## config.mk

```make
export PLATFORM = sky130hd
export DESIGN_NAME = mmio_ctrl
export DESIGN_NICKNAME = d
export VERILOG_FILES = /design/src/rtl/mmio_ctrl.sv
export SDC_FILE = /design/constraint.sdc
export NUM_CORES = 1
export LEC_CHECK = 0
export ABC_AREA = 0
export BUFFER_PORTS_ARGS = -buffer_cell sky130_fd_sc_hd__buf_2
export CORE_ASPECT_RATIO = 0.8
export CORE_MARGIN = 3
export CORE_UTILIZATION = 40
export DETAILED_ROUTE_END_ITERATION = 8
export GPL_TIMING_DRIVEN = 0
export PLACE_DENSITY = 0.7
export SETUP_SLACK_MARGIN = 0.5
export SYNTH_ARGS = -nofsm -noshare
export SYNTH_HDL_FRONTEND = slang
export SYNTH_SLANG_ARGS = --single-unit
```

## constraint.sdc

```tcl
create_clock -name clk -period 3.4 [get_ports clk]
set_clock_uncertainty 0.2 [all_clocks]
set_input_delay 0.34 -clock clk [delete_from_list [all_inputs] [get_ports clk]]
set_output_delay 0.34 -clock clk [all_outputs]
set_load 0.01 [all_outputs]
```

## src/rtl/mmio_ctrl.sv

```systemverilog
// Memory-mapped output controller: CH channel registers plus a STATUS word.
// Optional registered readback is enabled by defining MMIO_CTRL_READBACK_EN.
module mmio_ctrl #(
  parameter logic [31:0] BASE_ADDR = 32'h20,
  parameter int unsigned CH        = 4,
  parameter int unsigned DW        = 16
) (
  input  logic             clk,
  input  logic             rst_n,
  input  logic [31:0]      addr,
  input  logic [31:0]      data,
  input  logic             we,
  input  logic             re,
  output logic [31:0]      rdata,
  output logic             rvalid,
  output logic [CH*DW-1:0] data_out,
  output logic [CH-1:0]    upd,
  output logic             err,
  output logic [15:0]      wr_cnt
);

  localparam int unsigned IW       = $clog2(CH + 1);
  localparam logic [31:0] WIN_HI   = BASE_ADDR + 32'(4 * CH + 3);
  localparam logic [IW-1:0] ST_IDX = IW'(CH);

  logic [DW-1:0] ch_q [CH];
  logic [DW-1:0] ch_d [CH];
  logic [CH-1:0] upd_q, upd_d;
  logic          err_q, err_d;
  logic [15:0]   cnt_q, cnt_d;

  logic          in_win, aligned, is_stat;
  logic [31:0]   off;
  logic [IW-1:0] widx;
  logic          wr_ch, wr_st, wr_bad, rd_bad;

  // Address decode: word index inside the window, STATUS is the last word
  assign in_win  = (addr >= BASE_ADDR) && (addr <= WIN_HI);
  assign aligned = (addr[1:0] == 2'b00);
  assign off     = addr - BASE_ADDR;
  assign widx    = off[IW+1:2];
  assign is_stat = (widx == ST_IDX);
  assign wr_ch   = we && in_win && aligned && !is_stat;
  assign wr_st   = we && in_win && aligned && is_stat;
  assign wr_bad  = we && in_win && !aligned;

  // Next-state for channel, strobe, counter and error registers
  always_comb begin
    ch_d  = ch_q;
    upd_d = '0;
    cnt_d = cnt_q;
    err_d = err_q;
    for (int i = 0; i < int'(CH); i++) begin
      if (wr_ch && (widx == IW'(i))) begin
        ch_d[i]  = data[DW-1:0];
        upd_d[i] = 1'b1;
      end
    end
    if (wr_ch) cnt_d = cnt_q + 16'd1;
    if (wr_st && data[31]) err_d = 1'b0;
    // A fault in the same cycle as a clear leaves the flag set
    if (wr_bad || rd_bad) err_d = 1'b1;
  end

  always_ff @(posedge clk or negedge rst_n) begin
    if (!rst_n) begin
      for (int i = 0; i < int'(CH); i++) ch_q[i] <= '0;
      upd_q <= '0;
      err_q <= 1'b0;
      cnt_q <= '0;
    end else begin
      ch_q  <= ch_d;
      upd_q <= upd_d;
      err_q <= err_d;
      cnt_q <= cnt_d;
    end
  end

  always_comb begin
    data_out = '0;
    for (int i = 0; i < int'(CH); i++) data_out[i*DW +: DW] = ch_q[i];
  end

  assign upd    = upd_q;
  assign err    = err_q;
  assign wr_cnt = cnt_q;

`ifdef MMIO_CTRL_READBACK_EN
  logic        rd_ok;
  logic [31:0] rd_val;
  logic [31:0] rdata_q, rdata_d;
  logic        rvalid_q, rvalid_d;

  assign rd_ok  = re && in_win && aligned;
  assign rd_bad = re && in_win && !aligned;

  // Read mux samples pre-write register contents
  always_comb begin
    rd_val = {err_q, 15'b0, cnt_q};
    for (int i = 0; i < int'(CH); i++) begin
      if (widx == IW'(i)) rd_val = 32'(ch_q[i]);
    end
    rdata_d  = rdata_q;
    rvalid_d = 1'b0;
    if (rd_ok) begin
      rdata_d  = rd_val;
      rvalid_d = 1'b1;
    end
  end

  always_ff @(posedge clk or negedge rst_n) begin
    if (!rst_n) begin
      rdata_q  <= '0;
      rvalid_q <= 1'b0;
    end else begin
      rdata_q  <= rdata_d;
      rvalid_q <= rvalid_d;
    end
  end

  assign rdata  = rdata_q;
  assign rvalid = rvalid_q;
`else
  assign rd_bad = 1'b0;
  assign rdata  = '0;
  assign rvalid = 1'b0;
`endif

  // Address/data bits that feed no logic in a given configuration
  logic unused_ok;
  assign unused_ok = ^{re, data, off};

endmodule

```

==> qor.csv <==
stage,metric,value,unit
run_status,status,finished clean,
worst_hold_path,holdCritPathClass,primary input to flop,
worst_setup_path,end_kind,flop,
power,power_frac_clock,45.1,%
finish,final_cells,572,
sta,worst_slew_pin_slew,1138,ps
synthesis,syn_inst,274,
power,p_per_area,411.1,nW/um^2
floorplanning,die_w,114.0,um
sta,min_period_over_period,76.27,%
sta,fin_ws,806.7,ps
global_routing,grt_pass1_wl,14900,um
place,dp_hpwl,7042,um
clock_tree,numCtsBuffers,9,
sta,slew_headroom,23.53,%
flow_run,max-cap-violations,0,
finish,num-nets-final,524,
worst_setup_path,critPathRequiredTime,3400,ps
sta,fin_crit,2593,ps
worst_setup_path,critical_path_class,primary input to flop,
floorplanning,die_y,92.41,um
finish,diodes,0,
drt,wl_met3,588,um
global_routing,grt_pass1_vias,2843,
clock_tree,cts.clk_slew.worst_paths,70,ps
drt,drc,0,
synthesis,yosysWarnings,0,
drt,ant_nets,0,
finish,final_area,5001,sq um
drt,wl_met1,3792,um
synthesis,ys_seq_area_share,56.97,%
power,power_switching,470.1,uW
global_routing,gr-total-overflow,0,
sta,tns,0,ps
sta,slew_viol_final,0,
place,dpl_cell_area,4705,sq um
drt,wl_met2,4801,um
synthesis,syn_area_per_cell,13.63,sq um
floorplanning,design.core.area,8783,sq um
floorplanning,pin_count,186,
clock_tree,clockRootBuffer,clkbuf_16,
power,swShare,22.86,%
clock_tree,htree_levels,3,
sta,rsz0062_at_grt,false,
place,dpl_worst_slack,376.4,ps
sta,fmax,385.6,MHz
power,p_leak,0.002921,uW
finish,layout_commonest_cell,buf_2,
worst_setup_path,startpoint_type,primary input,
clock_tree,clock-sinks,85,
clock_tree,cts_tree,done,
synthesis,synth_area,3734,sq um
power,internal-power,1586,uW
global_routing,globalRouteTotalUtil,17.81,%
sta,hold_viol,0,
finish,fillers,766,
finish,final_cell_mix,"buf_2, dfrtp_1, mux2_2",
worst_setup_path,critPathMaxFanout,10,
clock_tree,post_cts_buffers,0,
floorplanning,fp.dieArea,10540,sq um
drt,wl_per_cell,16.12,um
drt,via_per_inst,4.769,
drt,top_layer_used,met4,
global_routing,grt_max_degree,60,
floorplanning,num_rows,30,
drt,drtIter0Drc,83,
place,place_inst,555,
clock_tree,insertion_delay,320,ps
sta,hold-worst-slack,85.50,ps
worst_setup_path,worst-endpoint-arrival,2590,ps
place,finalWeightedCongestion,0.8027,
finish,syn2layout_area_growth,33.95,%
drt,route.vias.total,2728,
place,port_buffers,136,
synthesis,synth_cell_types,30,
drt,routed_wl,9223,um
global_routing,antenna_found_initial,0,
floorplanning,start_util,42.51,%
clock_tree,clockBufferDepth,2,
power,comb_power_share,5.8,%
finish,layout-drive-gt1-share,57.17,%
power,pwr-share-seq,49.2,%
sta,final-setup-viol-count,0,
synthesis,yosys_register_bits,85,
drt,dr.pass1.iters,4,
power,peakVddDrop,0.2588,mV
==> layer usage <==
layer	global-route usage (%)	vias to the layer above
met5	0	-
met4	3.561	0
met3	4.899	2
met2	30.26	98
met1	22.91	1340
li1	-	1288
==> state kept, by name (all words and copies together) (netlist names) <==
| register | cells |
|---|---|
| wr_cnt | 16 |
| data_out | 64 |
| upd | 4 |
| err | 1 |
==> synthesized netlist by cell type <==
cell type	count	area, sq um
buf_1	2	7.510
conb_1	1	3.750
mux2_2	65	732.0
nor4bb_1	1	10.01
and2_1	1	6.260
clkbuf_1	3	11.26
nor4_1	18	112.6
nand3b_1	1	7.510
or3b_2	1	8.760
buf_4	33	247.7
nor2_2	1	6.260
nor4_4	1	21.27
o41ai_1	1	8.760
nand2_1	6	22.52
nand3_1	7	35.03
dfrtp_1	85	2127
xor2_1	15	131.4
inv_1	2	7.510
o21ai_0	1	5.000
buf_6	4	45.04
nor3_1	3	15.01
buf_2	2	10.01
and3_1	2	12.51
nor3_2	1	10.01
o31ai_1	1	7.510
nor2_1	2	7.510
and4_1	3	26.28
ha_1	1	12.51
nor4_2	2	25.02
nand4_1	8	50.05
==> critical path, cell delays in order <==
cell	delay (ps)
buf_2	100
nor4_1	280
nand4_1	270
nor4_2	980
buf_6	270
mux2_2	340
==> layout make-up <==
cell class / count / area, sq um / share of cell area [%]
Sequential cell: 85 / 2127 / 42.53
Multi-Input combinational cell: 175 / 1398 / 27.95
Timing Repair Buffer: 138 / 720.7 / 14.41
Buffer: 44 / 321.6 / 6.430
Clock buffer: 10 / 239.0 / 4.779
Tap cell: 112 / 140.1 / 2.802
Clock inverter: 6 / 47.55 / 0.9507
Inverter: 2 / 7.507 / 0.1501
==> cells by family (layout without fill, tap and decap cells) <==
family / count (synthesis) / in the layout / synth area share, %
flops: 85 / 85 / 56.97
mux: 65 / 65 / 19.60
simple gates: 58 / 58 / 10.09
buf+inv: 46 / 200 / 8.814
xor+xnor: 15 / 15 / 3.519
compound gates: 3 / 3 / 0.5697
fa+ha+maj: 1 / 1 / 0.3351
other cells: 1 / 33 / 0.1004
==> worst paths after layout <==
| kind | start | endpoint | slack, ps | cells after the start |
|---|---|---|---|---|
| max in group asynchronous | rst_n | data_out[43] | 2110 | 3 |
| min in group asynchronous | rst_n | wr_cnt[0] | 270 | 2 |
| worst max-delay path | addr[20] | data_out[59] | 810 | 6 |
| worst min-delay path | data[15] | data_out[47] | 90 | 2 |
| worst max register to register | wr_cnt[3] | wr_cnt[15] | 1300 | 5 |
| worst min register to register | wr_cnt[15] | wr_cnt[15] | 260 | 1 |
==> power by group through the flow <==
stage / Combinational (uW) / Sequential (uW) / Clock [uW]
after floorplan: 52.4 / 1030 / 0
after global placement: 110 / 1030 / 0
after detailed placement: 117 / 1030 / 0
after CTS: 119 / 1010 / 948
after global routing: 133 / 1010 / 1000
final: 118 / 1010 / 927
==> per-stage QoR <==
stage,total power [uW],util [%]
2_1_floorplan,1083,-
3_3_place_gp,1140,53.22
3_5_place_dp,1147,53.56
4_1_cts,2078,56.94
5_1_grt,2144,56.94
6_report,2056,56.94
==> what timing repair did <==
action | CTS | global route
endpoints found under the hold margin | 26 | 0
resized for setup | 0 | 0
hold buffers | 1 | 0
No activity file was read; power rests on OpenSTA's default activity.
